## src/rtl/filter_pipe.sv

```systemverilog
// filter_pipe: elastic multi-stage pipeline. Each stage either rotates a beat left
// through its parity bit (mode=0) or passes it through unchanged (mode=1). The mode
// bit travels with the beat. Empty stages collapse forward even when the output is
// stalled, and the input side accepts in the same cycle that a full pipe drains.
module filter_pipe #(
  parameter int unsigned WIDTH  = 16,
  parameter int unsigned STAGES = 2
) (
  input  logic                           clk,
  input  logic                           reset,
  input  logic [WIDTH-1:0]               io_x_data,
  input  logic                           io_x_parity,
  input  logic                           io_x_valid,
  input  logic                           io_x_mode,
  output logic                           io_x_ready,
  output logic [WIDTH-1:0]               io_y_data,
  output logic                           io_y_parity,
  output logic                           io_y_valid,
  input  logic                           io_y_ready,
  output logic [$clog2(STAGES+1)-1:0]    io_count
);

  localparam int unsigned CW = $clog2(STAGES + 1);

  logic [STAGES-1:0][WIDTH-1:0] data_q;
  logic [STAGES-1:0]            par_q;
  logic [STAGES-1:0]            mode_q;
  logic [STAGES-1:0]            valid_q;

  logic [STAGES-1:0][WIDTH-1:0] src_data;
  logic [STAGES-1:0]            src_par;
  logic [STAGES-1:0]            src_mode;
  logic [STAGES-1:0]            src_valid;
  logic [STAGES-1:0][WIDTH-1:0] nxt_data;
  logic [STAGES-1:0]            nxt_par;
  logic [STAGES-1:0]            load;
  logic [CW-1:0]                cnt;

  // The last stage's mode bit has no downstream consumer.
  logic unused_last_mode;
  assign unused_last_mode = mode_q[STAGES-1];

  // Select each stage's source beat and apply that beat's own transform.
  always_comb begin
    src_data  = '0;
    src_par   = '0;
    src_mode  = '0;
    src_valid = '0;
    nxt_data  = '0;
    nxt_par   = '0;
    src_data[0]  = io_x_data;
    src_par[0]   = io_x_parity;
    src_mode[0]  = io_x_mode;
    src_valid[0] = io_x_valid;
    for (int k = 1; k < STAGES; k++) begin
      src_data[k]  = data_q[k-1];
      src_par[k]   = par_q[k-1];
      src_mode[k]  = mode_q[k-1];
      src_valid[k] = valid_q[k-1];
    end
    for (int k = 0; k < STAGES; k++) begin
      if (src_mode[k]) begin
        nxt_data[k] = src_data[k];
        nxt_par[k]  = src_par[k];
      end else begin
        nxt_data[k] = {src_data[k][WIDTH-2:0], src_par[k]};
        nxt_par[k]  = src_data[k][WIDTH-1];
      end
    end
  end

  // Stage k can load unless it and every stage after it are full with the output stalled.
  // Written in closed form so no stage's enable feeds back through the same vector.
  always_comb begin
    logic [STAGES-1:0] mask;
    load = '0;
    mask = '0;
    for (int k = 0; k < STAGES; k++) begin
      mask    = {STAGES{1'b1}} << k;
      load[k] = io_y_ready || ((valid_q & mask) != mask);
    end
  end

  // Occupancy is the popcount of the stage valid bits.
  always_comb begin
    cnt = '0;
    for (int k = 0; k < STAGES; k++) begin
      cnt = cnt + CW'(valid_q[k]);
    end
  end

  // Advance the stage registers; a loading stage with no incoming beat becomes a bubble.
  always_ff @(posedge clk or negedge reset) begin
    if (!reset) begin
      data_q  <= '0;
      par_q   <= '0;
      mode_q  <= '0;
      valid_q <= '0;
    end else begin
      for (int k = 0; k < STAGES; k++) begin
        if (load[k]) begin
          valid_q[k] <= src_valid[k];
          if (src_valid[k]) begin
            data_q[k] <= nxt_data[k];
            par_q[k]  <= nxt_par[k];
            mode_q[k] <= src_mode[k];
          end
        end
      end
    end
  end

  assign io_x_ready  = load[0];
  assign io_y_data   = data_q[STAGES-1];
  assign io_y_parity = par_q[STAGES-1];
  assign io_y_valid  = valid_q[STAGES-1];
  assign io_count    = cnt;

endmodule

```

## config.mk

```make
export PLATFORM = sky130hd
export DESIGN_NAME = filter_pipe
export DESIGN_NICKNAME = d
export VERILOG_FILES = /design/src/rtl/filter_pipe.sv
export SDC_FILE = /design/constraint.sdc
export NUM_CORES = 1
export LEC_CHECK = 0
export BUFFER_PORTS_ARGS = -buffer_cell sky130_fd_sc_hd__buf_2
export CORE_ASPECT_RATIO = 0.5
export CORE_UTILIZATION = 40
export DETAILED_ROUTE_END_ITERATION = 6
export PLACE_DENSITY = 0.7
export SYNTH_ARGS = -nofsm -noshare
export SYNTH_HDL_FRONTEND = slang
export SYNTH_SLANG_ARGS = --single-unit
```

## constraint.sdc

```tcl
create_clock -name clk -period 1.19 [get_ports clk]
set_input_delay 0.1785 -clock clk [delete_from_list [all_inputs] [get_ports clk]]
set_output_delay 0.1785 -clock clk [all_outputs]
set_load 0.02 [all_outputs]
```

==> qor.yml <==
cp_max_fo: 6
layoutNonFillerInstCount: 283
post_drt_wl_per_cell_um: 16.3
gp_congestion: 0.726
cp_slowest_cell: "dfrtp_2"
hold_path.class: "in -> reg"
fmax_mhz: 777
synthXorXnorAreaFrac_pct: 0
synth.area.mux_share_pct: 17.7
die-area_mm2: 0.00533
power_leakage_nw: 1.11
initial_core_util_pct: 43.6
netlist.area_leader.share_pct: 46.0
diodes: 0
seq_area_frac_synth_pct: 46.0
first_iter_violations: 59
violations: "setup timing"
grt-ovfl-total: 0
vias_per_cell: 5.39
cp-start-kind: "register"
synth.distinct_cells: 16
grt_pass1_wl_mm: 7.01
drive_gt1_share_pct: 40.1
outcome: "finished with violations"
num_vias: 1525
ys_ff_latch: 37
netlist.top_cell.by_area: "dfrtp_1"
synth_fp_nets: 206
cp.required_ns: 1.01
placed_cells: 270
synth-simple-area-share_pct: 1.12
first_global_vias: 1392
cts_root_buffer: "clkbuf_8"
finalCriticalPeriod_ns: 1.29
fin_ws_ns: -0.0973
relSlewSlack_pct: 79.1
ant_nets: 0
final_util_pct: 53.9
cts.sinks: 37
clk_path_buf_depth: 2
htreeDepth: 2
dp_hpwl_mm: 3.17
setup_tns_ns: -0.469
rsz0062_at_grt: "yes"
fin_skew_ns: 0.00860
wl_mm: 4.62
cts.clk_slew.worst_paths_ns: 0.07
coreArea_mm2: 0.00462
synth-compound-area-share_pct: 19.3
cp.arrival_ns: 1.11
drv_cap: 0
layout_commonest_cell: "buf_2"
hold_violations: 0
std_cell_rows: 17
path_cells: "ha_4, nand2b_4, buf_8"
cts_tree: "yes"
clock_latency_ns: 0.28
critPathKind: "reg -> out"
report.final.slew_viol_count: 0
die_h_um: 52.1
worstMarginPinSlew_ns: 0.314
path_buf_inv: 1
numCtsBuffers: 5
end_kind: "output pin"
synthTopCellsByArea: "dfrtp_1 46%, mux2i_1 17%, a31oi_1 11%"
yosysWarnings: 0
synth_top_family_by_area: "compound AO/OA/AOI/OAI gates"
avgSynthCellArea_um2: 11.0
grt_util_all_layers_pct: 17.8
area_growth_pct: 23.8
nets: 239
die_w_um: 102
grt_max_degree: 38
numPortBuffers: 42
layout_common_cells: "39 x buf_2, 36 x dfrtp_1, 34 x mux2i_1, 33 x a31oi_1, 22 x a21oi_1"
syn_area_mm2: 0.00201
setup_viol: 15
antenna_found_initial: 0
drt_first_pass_iters: 4
remaining_drc_errors: 0
synth-adder-area-share_pct: 0.622
cpLargestDelayFamily: "flip-flops"
ioPinCount: 43
ir_worst_vdd_uv: 553
syn_inst: 183
p_per_area_mw_per_mm2: 1680
max_stage_delay_ns: 0.43
finalCritPeriodShare_pct: 108
[cell usage after synthesis]
library cell   n
mux2_4         1
nand2_1        1
buf_2          6
o21ai_1        1
ha_1           1
nand2_2        1
inv_1          1
dfrtp_1       37
a31oi_1       34
buf_6          8
buf_4         18
a21oi_1       34
nand2b_1       2
clkbuf_1       2
mux2i_1       34
buf_12         2
[report_power, final]
part | leakage (nW) | switching [W] | internal, W
clock | 0.0585 | 0.000431 | 0.000683
combinational | 0.650 | 0.000753 | 0.000578
sequential | 0.403 | 0.000206 | 0.00152
total | 1.11 | 0.00139 | 0.00278
[area by class of cell]
class                   count  area (µm²)
clock buffers               7        86.3
clock inverters             1        30.0
fillers                   428        2130
inverters                   1        3.75
multi-input cells         109         862
flip-flops and latches     37         927
well taps                  66        82.6
repair buffers             62         498
[registers in the layout (all words and copies together) (netlist names)]
name       count
data_q        16
io_y_data     16
par_q          2
valid_q        2
mode_q         1
[worst register-to-register path, stage by stage, from the launching register on]
cell	delay, ns
dfrtp_2	0.43
ha_4	0.17
nand2b_4	0.10
buf_4	0.13
nand2_4	0.04
mux2_4	0.29
[per-stage QoR]
stage	area, µm²	hold WS [ns]	power [W]	setup WS (ns)
after floorplan	2060	-0.117	0.00279	-0.134
after global placement	2260	0.154	0.00294	-0.0594
after detailed placement	2260	0.170	0.00298	-0.129
after CTS	2460	0.181	0.00417	-0.105
after global routing	2490	0.202	0.00437	-0.130
final	2490	0.189	0.00417	-0.0973
[worst paths after layout]
kind                            slack, ns            end           from  cells after the start
worst min-delay path                 0.19     valid_q[0]     io_x_valid                      3
min in group asynchronous            0.39     data_q[14]          reset                      3
max in group asynchronous            0.60     valid_q[1]          reset                      3
worst max-delay path                 -0.1     io_x_ready     valid_q[1]                      3
worst max register to register      -0.08      mode_q[0]     valid_q[1]                      5
worst min register to register       0.54  io_y_data[14]  io_y_data[14]                      2
[repair_timing]
item,in CTS,in global routing
setup endpoints to repair,29,33
endpoints found under the hold margin,37,0
resized for setup,13,1
hold buffers,1,0
setup buffers,4,0
gates cloned,1,2
[cells by family after synthesis]
group | after synthesis
mux | 35
flops | 37
buf+inv | 37
compound gates | 69
fa+ha+maj | 1
simple gates | 4
[layer usage]
metal,vias to the layer above,global-route usage (%),wire length (µm)
met5,-,0,0
met4,0,5.00,51
met3,6,4.84,301
met2,49,28.2,2110
met1,747,24.1,2150
li1,723,-,-
Power figures use the tool's default switching activity.
